<file path="config.mk">
export PLATFORM = sky130hd
export DESIGN_NAME = seg7_scan3
export DESIGN_NICKNAME = d
export VERILOG_FILES = /design/src/rtl/seg7_scan3.sv
export SDC_FILE = /design/constraint.sdc
export NUM_CORES = 1
export LEC_CHECK = 0
export CAP_MARGIN = 5
export CORE_ASPECT_RATIO = 1.4
export CORE_MARGIN = 2
export CORE_UTILIZATION = 45
export DETAILED_ROUTE_END_ITERATION = 6
export HOLD_SLACK_MARGIN = 0.08
export PLACE_DENSITY_LB_ADDON = 0.2
export SETUP_SLACK_MARGIN = 0.3
export SLEW_MARGIN = 20
export SYNTH_ARGS = -nofsm -noshare
export SYNTH_HDL_FRONTEND = slang
export SYNTH_SLANG_ARGS = --single-unit
</file>
<file path="constraint.sdc">
create_clock -name clk -period 2 [get_ports clk]
set_input_delay 0.4 -clock clk [delete_from_list [all_inputs] [get_ports clk]]
set_output_delay 0.4 -clock clk [all_outputs]
set_load 0.02 [all_outputs]
</file>
<file path="src/rtl/seg7_scan3.sv">
// seg7_scan3: three-digit multiplexed seven-segment driver for a common-anode,
// active-low display. BCD digits are captured on a load strobe into holding
// registers and scanned ones -> tens -> hundreds, one digit per SCAN_DIV cycles.
// Optional feature macro: SEG7_LEADING_ZERO_BLANK_EN (blank leading zeros in
// the hundreds and tens positions; ones is always shown).
module seg7_scan3 #(
  parameter int SCAN_DIV = 50000
) (
  input  logic       clk,
  input  logic       rst,
  input  logic       load,
  input  logic [3:0] hundreds,
  input  logic [3:0] tens,
  input  logic [3:0] ones,
  output logic [2:0] an,
  output logic [6:0] seg,
  output logic       frame
);

  localparam int CNT_W = (SCAN_DIV > 1) ? $clog2(SCAN_DIV) : 1;
  localparam logic [CNT_W-1:0] CNT_MAX = CNT_W'(SCAN_DIV - 1);

  localparam logic [1:0] ST_BLANK    = 2'd0;
  localparam logic [1:0] ST_ONES     = 2'd1;
  localparam logic [1:0] ST_TENS     = 2'd2;
  localparam logic [1:0] ST_HUNDREDS = 2'd3;

  localparam logic [6:0] SEG_OFF = 7'b1111111;

  logic [3:0]       h_q, h_d, t_q, t_d, o_q, o_d;
  logic [CNT_W-1:0] cnt_q, cnt_d;
  logic             tick;
  logic [1:0]       state_q, state_d;
  logic [2:0]       an_q, an_d;
  logic [6:0]       seg_q, seg_d;
  logic             frame_q, frame_d;
  logic [3:0]       digit_sel;
  logic             blank_sel;

  // BCD to active-low {g,f,e,d,c,b,a}; non-decimal codes show a dash.
  function automatic logic [6:0] decode(input logic [3:0] d);
    case (d)
      4'd0:    decode = 7'b1000000;
      4'd1:    decode = 7'b1111001;
      4'd2:    decode = 7'b0100100;
      4'd3:    decode = 7'b0110000;
      4'd4:    decode = 7'b0011001;
      4'd5:    decode = 7'b0010010;
      4'd6:    decode = 7'b0000010;
      4'd7:    decode = 7'b1111000;
      4'd8:    decode = 7'b0000000;
      4'd9:    decode = 7'b0010000;
      default: decode = 7'b0111111;
    endcase
  endfunction

  // Holding registers follow the inputs only on a load strobe.
  always_comb begin
    h_d = load ? hundreds : h_q;
    t_d = load ? tens     : t_q;
    o_d = load ? ones     : o_q;
  end

  // Prescaler: free-running 0..SCAN_DIV-1, tick on the terminal count.
  always_comb begin
    tick  = (cnt_q == CNT_MAX);
    cnt_d = tick ? '0 : cnt_q + 1'b1;
  end

  // Scan sequencer: on each tick advance the digit and register the outputs
  // for the newly selected digit from the current (pre-load) holding values.
  always_comb begin
    // NOTE: every signal gets a default before the branches so no path leaves
    // it unassigned; otherwise synthesis infers a latch.
    state_d   = state_q;
    an_d      = an_q;
    seg_d     = seg_q;
    frame_d   = 1'b0;
    digit_sel = o_q;
    blank_sel = 1'b0;
    if (tick) begin
      case (state_q)
        ST_BLANK: state_d = ST_ONES;
        ST_ONES:  state_d = ST_TENS;
        ST_TENS:  state_d = ST_HUNDREDS;
        default:  state_d = ST_ONES;
      endcase
      frame_d = (state_q == ST_HUNDREDS);
      case (state_d)
        ST_TENS: begin
          an_d      = 3'b101;
          digit_sel = t_q;
`ifdef SEG7_LEADING_ZERO_BLANK_EN
          blank_sel = (h_q == 4'd0) && (t_q == 4'd0);
`endif
        end
        ST_HUNDREDS: begin
          an_d      = 3'b011;
          digit_sel = h_q;
`ifdef SEG7_LEADING_ZERO_BLANK_EN
          blank_sel = (h_q == 4'd0);
`endif
        end
        default: begin
          an_d      = 3'b110;
          digit_sel = o_q;
        end
      endcase
      seg_d = blank_sel ? SEG_OFF : decode(digit_sel);
    end
  end

  // State and output registers; reset blanks the display immediately.
  always_ff @(posedge clk or posedge rst) begin
    // NOTE: non-blocking assignments make every flop sample the pre-edge
    // values, so the order of statements here does not matter.
    if (rst) begin
      // NOTE: the holding registers are plain flops, not a memory array, so
      // they reset cleanly to a known 000 display value.
      h_q     <= 4'd0;
      t_q     <= 4'd0;
      o_q     <= 4'd0;
      cnt_q   <= '0;
      state_q <= ST_BLANK;
      an_q    <= 3'b111;
      seg_q   <= SEG_OFF;
      frame_q <= 1'b0;
    end else begin
      h_q     <= h_d;
      t_q     <= t_d;
      o_q     <= o_d;
      cnt_q   <= cnt_d;
      state_q <= state_d;
      an_q    <= an_d;
      seg_q   <= seg_d;
      frame_q <= frame_d;
    end
  end

  assign an    = an_q;
  assign seg   = seg_q;
  assign frame = frame_q;

endmodule

</file>
[After elaboration in Yosys (flattened, before gate mapping)]
Memory sizes are Yosys's and may differ from the RTL's. A register that Yosys moved wholly into a read port is not among the register bits.
Cells that the tools add are included.
Storage, ports and cells
  word-level logic and storage cells: 22
  input port bits: 15
  flip-flop bits (word level): 34
  memory bits (writable): 0
  memories kept: 1
  output and inout port bits: 11
  ROM bits: 112
  latch bits: 0
Memories
  (name not given): depth 16, width 7, rd ports 1, clocked after memory_dff 1, write ports 0, line 42  | case (d)
Cells by class
  mux-type cells: 7
  $mul: 0
  reduce and logical (&&, ||, !) cells: 0
  shifts and indexed selects: 0
  bitwise logic cells: 0
  order comparisons: 0
  eq/ne operators: 6
  $add $sub $neg: 1
  divide/modulo/power cells: 0
Operators by type and width (number)
  adder 16 x 1 -> 16 bit, second input constant: 1
  == test 16 bit, second input constant: 1
  2-to-1 mux 16 bit: 1
  == test 2 bit, second input constant: 4
  case mux 4 bit (2 select lines): 1
  case mux 3 bit (2 select lines): 1
  2-to-1 mux 4 bit: 1
  case mux 2 bit (2 select lines): 1
  == test 2 x 1 -> 1 bit, second input constant: 1
  2-to-1 mux 2 bit: 1
  2-to-1 mux 1 bit: 1

[Logic depth before layout (Yosys ltp)]
  depth after elaboration: 6
  depth in mapped cells: 11
  mapped depth without buffers: 10

[Worst setup path before layout]
OpenSTA, ideal clock, no wires.
  path kind: register -> register
  from: register state_q[0]
  to: register seg_q[3] (netlist: seg[3])
  path buffers: 1
  path slack: -118 ps
  cell stages (with the launch flop): 9
  arrival: 2045 ps
  cells stage by stage: dfrtp_1 inv_1 ha_1 buf_4 nor2b_1 or2_2 ha_1 o31a_1 a21oi_1
On the way
  cells in the longest elaborated chain, start to end: 6
  elaborated cells on any way between the ends: 8
  classes of those cells: 4 x eq/ne; 4 x mux
RTL lines
  from (decl): line 33  | logic [1:0] state_q, state_d;
  from (signal assigned): line 133  | state_q <= state_d;
  == test 2 bit / == test 2 x 1 -> 1 bit (equally long branches): line 82  | case (state_q)
  case mux 2 bit (2 select lines) *: line 82
  2-to-1 mux 2 bit *: line 81  | if (tick) begin
  == test 2 bit: line 89  | case (state_d)
  case mux 4 bit (2 select lines) *: line 89
  2-to-1 mux 4 bit *: line 81
  to (decl): line 35  | logic [6:0] seg_q, seg_d;
Mark *: on every way between the ends. The rest lies on a longest branch, timed or not. The select of a mux whose other input is x is not followed.
A chain may end at the register's enable or synchronous reset.

[Final worst setup path]
  from: register state_q[0]
  to: register seg_q[4] (netlist: seg[4])
The elaborated chain is that of the path after synthesis.

==> results.txt <==
status - finished clean
Placed Cells - 273
CP Data Required Time - 2.24 ns
CP Cell Sequence - inv_2, ha_4, a221o_1, a21boi_4, inv_2, ha_4, mux2_2, o211ai_1, a22o_1
num rows - 29
Slew HR - 61.5%
CTS tree - built
slew of the pin with the lowest slew margin - 0.576 ns
fin nets - 251
clock sinks - 41
CTS buffer count - 5
hold_buf cts - 0
CTS root buffer - clkbuf_8
Remaining DRCs - 0
maximum vdd drop - 0.000382 V
Max Cap Violations - 0
leak pwr - 1.21 nW
I/O Buffers - 25
RSZ-0062 raised after global routing - yes
die width - 60.9 um
Post-Synthesis Cells - 183
startpoint types - register
Critical Path AT - 2.23 ns
first-pass GRT wire length - 7560 um
setup violators final - 0
CP Max Fanout - 7
post-DP HPWL - 3250 um
Post-Syn Nets - 205
via count - 1575
max incr delay on CP - 0.41 ns
vias per inst - 5.39
Clock Latency Late Sink - 0.29 ns
clock slew at reported path FFs - 0.08 ns
# fillers - 357
pin count of the biggest net entering global routing - 42
Yosys reg bits - 41
First-pass DRT Iterations - 4
n_diodes - 0
Initial DRC Count - 40
io pins - 26
grt ovf - 0
Clock Tree Buf Depth - 2
Initial Util - 45.7%
WL/cell - 15.9 um
proportion of layout cells with a drive suffix above 1 - 38.7%
CORE AREA - 4460 um^2
synth unique cells - 48
Final Hold Viols - 0
CTS H-tree depth - 2
Tcrit/Tclk final - 99.5%
fin. max-slew vios - 0
slowest CP cell - dfrtp_2
Fmax achieved - 502 MHz
Power Dens Cells - 603 nW/um^2
Clock Skews - 0.00658 ns
Syn Area/Cell - 11.1 um^2
Syn. warnings - 0
Cell Area, Synth - 2040 um^2
total track usage - 19.9%
Antenna Nets Post-Route - 0
post-layout min period - 1.99 ns
kind of critical path - reg2reg
Final GP Congestion - 0.793
Non-Filler Instances - 292
class of the worst hold path - reg2reg
Area Overhead vs Synth - 35.9%
CP endpoint kind - register
initial antenna violation count - 0
Final Hold Slack - 0.465 ns
Die H - 83.6 um
Total Routed Length - 4640 um
share of the yosys chip area belonging to registers - 51.0%
vias in the first global route - 1669
full die area - 5090 um^2
[critical path: cells and delay by family (launching register included)]
family | cells | cell delay, ns
AO/OA/AOI/OAI | 4 | 0.67
adder cells (fa/ha/maj) | 2 | 0.46
flip-flops | 1 | 0.41
buffers and inverters | 2 | 0.13
multiplexers | 1 | 0.27
[final timing paths]
| path | cells after the start | start | end | slack (ns) |
|---|---|---|---|---|
| max reg2reg | 9 | state_q[0] | seg[4] | 0.009 |
| min in group asynchronous | 3 | rst | cnt_q[1] | 0.53 |
| min | 2 | seg[1] | seg[1] | 0.46 |
| max | 9 | state_q[0] | seg[4] | 0.009 |
| max in group asynchronous | 3 | rst | seg[2] | 1.10 |
| min reg2reg | 2 | seg[1] | seg[1] | 0.46 |
[stage by stage]
stage / total power, mW / area (um^2) / utilization, % / setup WS (ns) / TNS (ns)
2_1_floorplan: 0.992 / 2120 / - / -0.00141 / -0.00276
6_report: 1.67 / 2770 / 62.0 / 0.00947 / 0
4_1_cts: 1.67 / 2680 / 60.1 / 0.0570 / 0
3_5_place_dp: 1.06 / 2470 / 55.5 / -0.0142 / -0.0142
5_1_grt: 1.74 / 2770 / 62.0 / -0.0594 / -0.0738
3_3_place_gp: 1.05 / 2470 / 55.5 / 0.0452 / 0
[placed cells by master (no fill, tap or decap), types with 5 or more instances in the layout]
cell type,count
nor2_1,15
nand3_1,5
buf_4,19
dlygate4sd2_1,9
dfstp_2,10
clkbuf_8,7
clkdlybuf4s50_1,15
dfrtp_1,29
mux2_2,12
xor2_1,6
nand2_1,16
xnor2_1,6
[cell families (layout without fill, tap and decap cells)]
kind of cell	Yosys count	count (layout)	synth area share, %
mux	13	13	7.12
compound gates	35	35	13.0
simple gates	61	61	16.3
xor+xnor	12	12	5.16
buf+inv	14	61	3.25
flops	41	41	51.0
fa+ha+maj	7	7	4.30
[registers in the layout (all words and copies together) (netlist names)]
signal / flops
o_q: 4
t_q: 4
h_q: 4
an: 3
seg: 7
cnt_q: 16
frame: 1
state_q: 2
[cell usage after synthesis (all sizes together)]
library cell	instances	share of area, %
nor2	15	2.8
a22oi	2	0.74
mux2i	1	0.49
and4	3	1.4
o211ai	2	0.74
o32ai	1	0.43
o31a	2	0.86
a2bb2oi	1	0.43
a31oi	1	0.31
buf	6	1.8
nor4bb	2	0.98
nor3	1	0.25
a221o	1	0.49
or2	3	0.92
nor2b	3	0.92
o21ai	7	1.7
xnor2	6	2.6
and3	1	0.31
and2	3	0.92
xor2	6	2.6
mux2	12	6.6
nand4	3	0.92
dfrtp	31	38
a22o	1	0.43
a221oi	3	1.9
a21oi	7	1.9
a21boi	2	0.74
o31ai	3	1.1
inv	7	1.3
o221a	1	0.55
clkbuf	1	0.18
o22ai	1	0.61
nand3	6	2.1
or4	2	0.92
nor4	1	0.31
nand2	17	3.1
dfstp	10	13
ha	7	4.3
nor4b	1	0.43
[per-layer routing]
layer	global-route usage, %	part of all wire, %	vias up
met5	0	0	-
met4	8.70	3.4	0
met3	4.03	3.1	14
met2	36.5	56	38
met1	20.4	38	780
li1	-	-	743
[power by group]
group / leakage [nW] / switching [mW] / internal [mW]
logic: 0.665 / 0.0901 / 0.106
clock network: 0.0542 / 0.281 / 0.312
registers: 0.492 / 0.0278 / 0.854
[layout make-up]
class / count / area (um^2) / area share, %
clock buffers: 7 / 96.3 / 3.48
clock inverters: 1 / 5.00 / 0.181
inverters: 7 / 28.8 / 1.04
multi-input cells: 128 / 1110 / 40.2
flip-flops and latches: 41 / 1040 / 37.6
well taps: 62 / 77.6 / 2.80
repair buffers: 46 / 407 / 14.7
[repair_timing]
action,CTS,global route
setup buffers,8,3
endpoints found under the setup margin,20,17
resized for setup,22,16
pin swaps,12,5
Power figures use the tool's default switching activity.
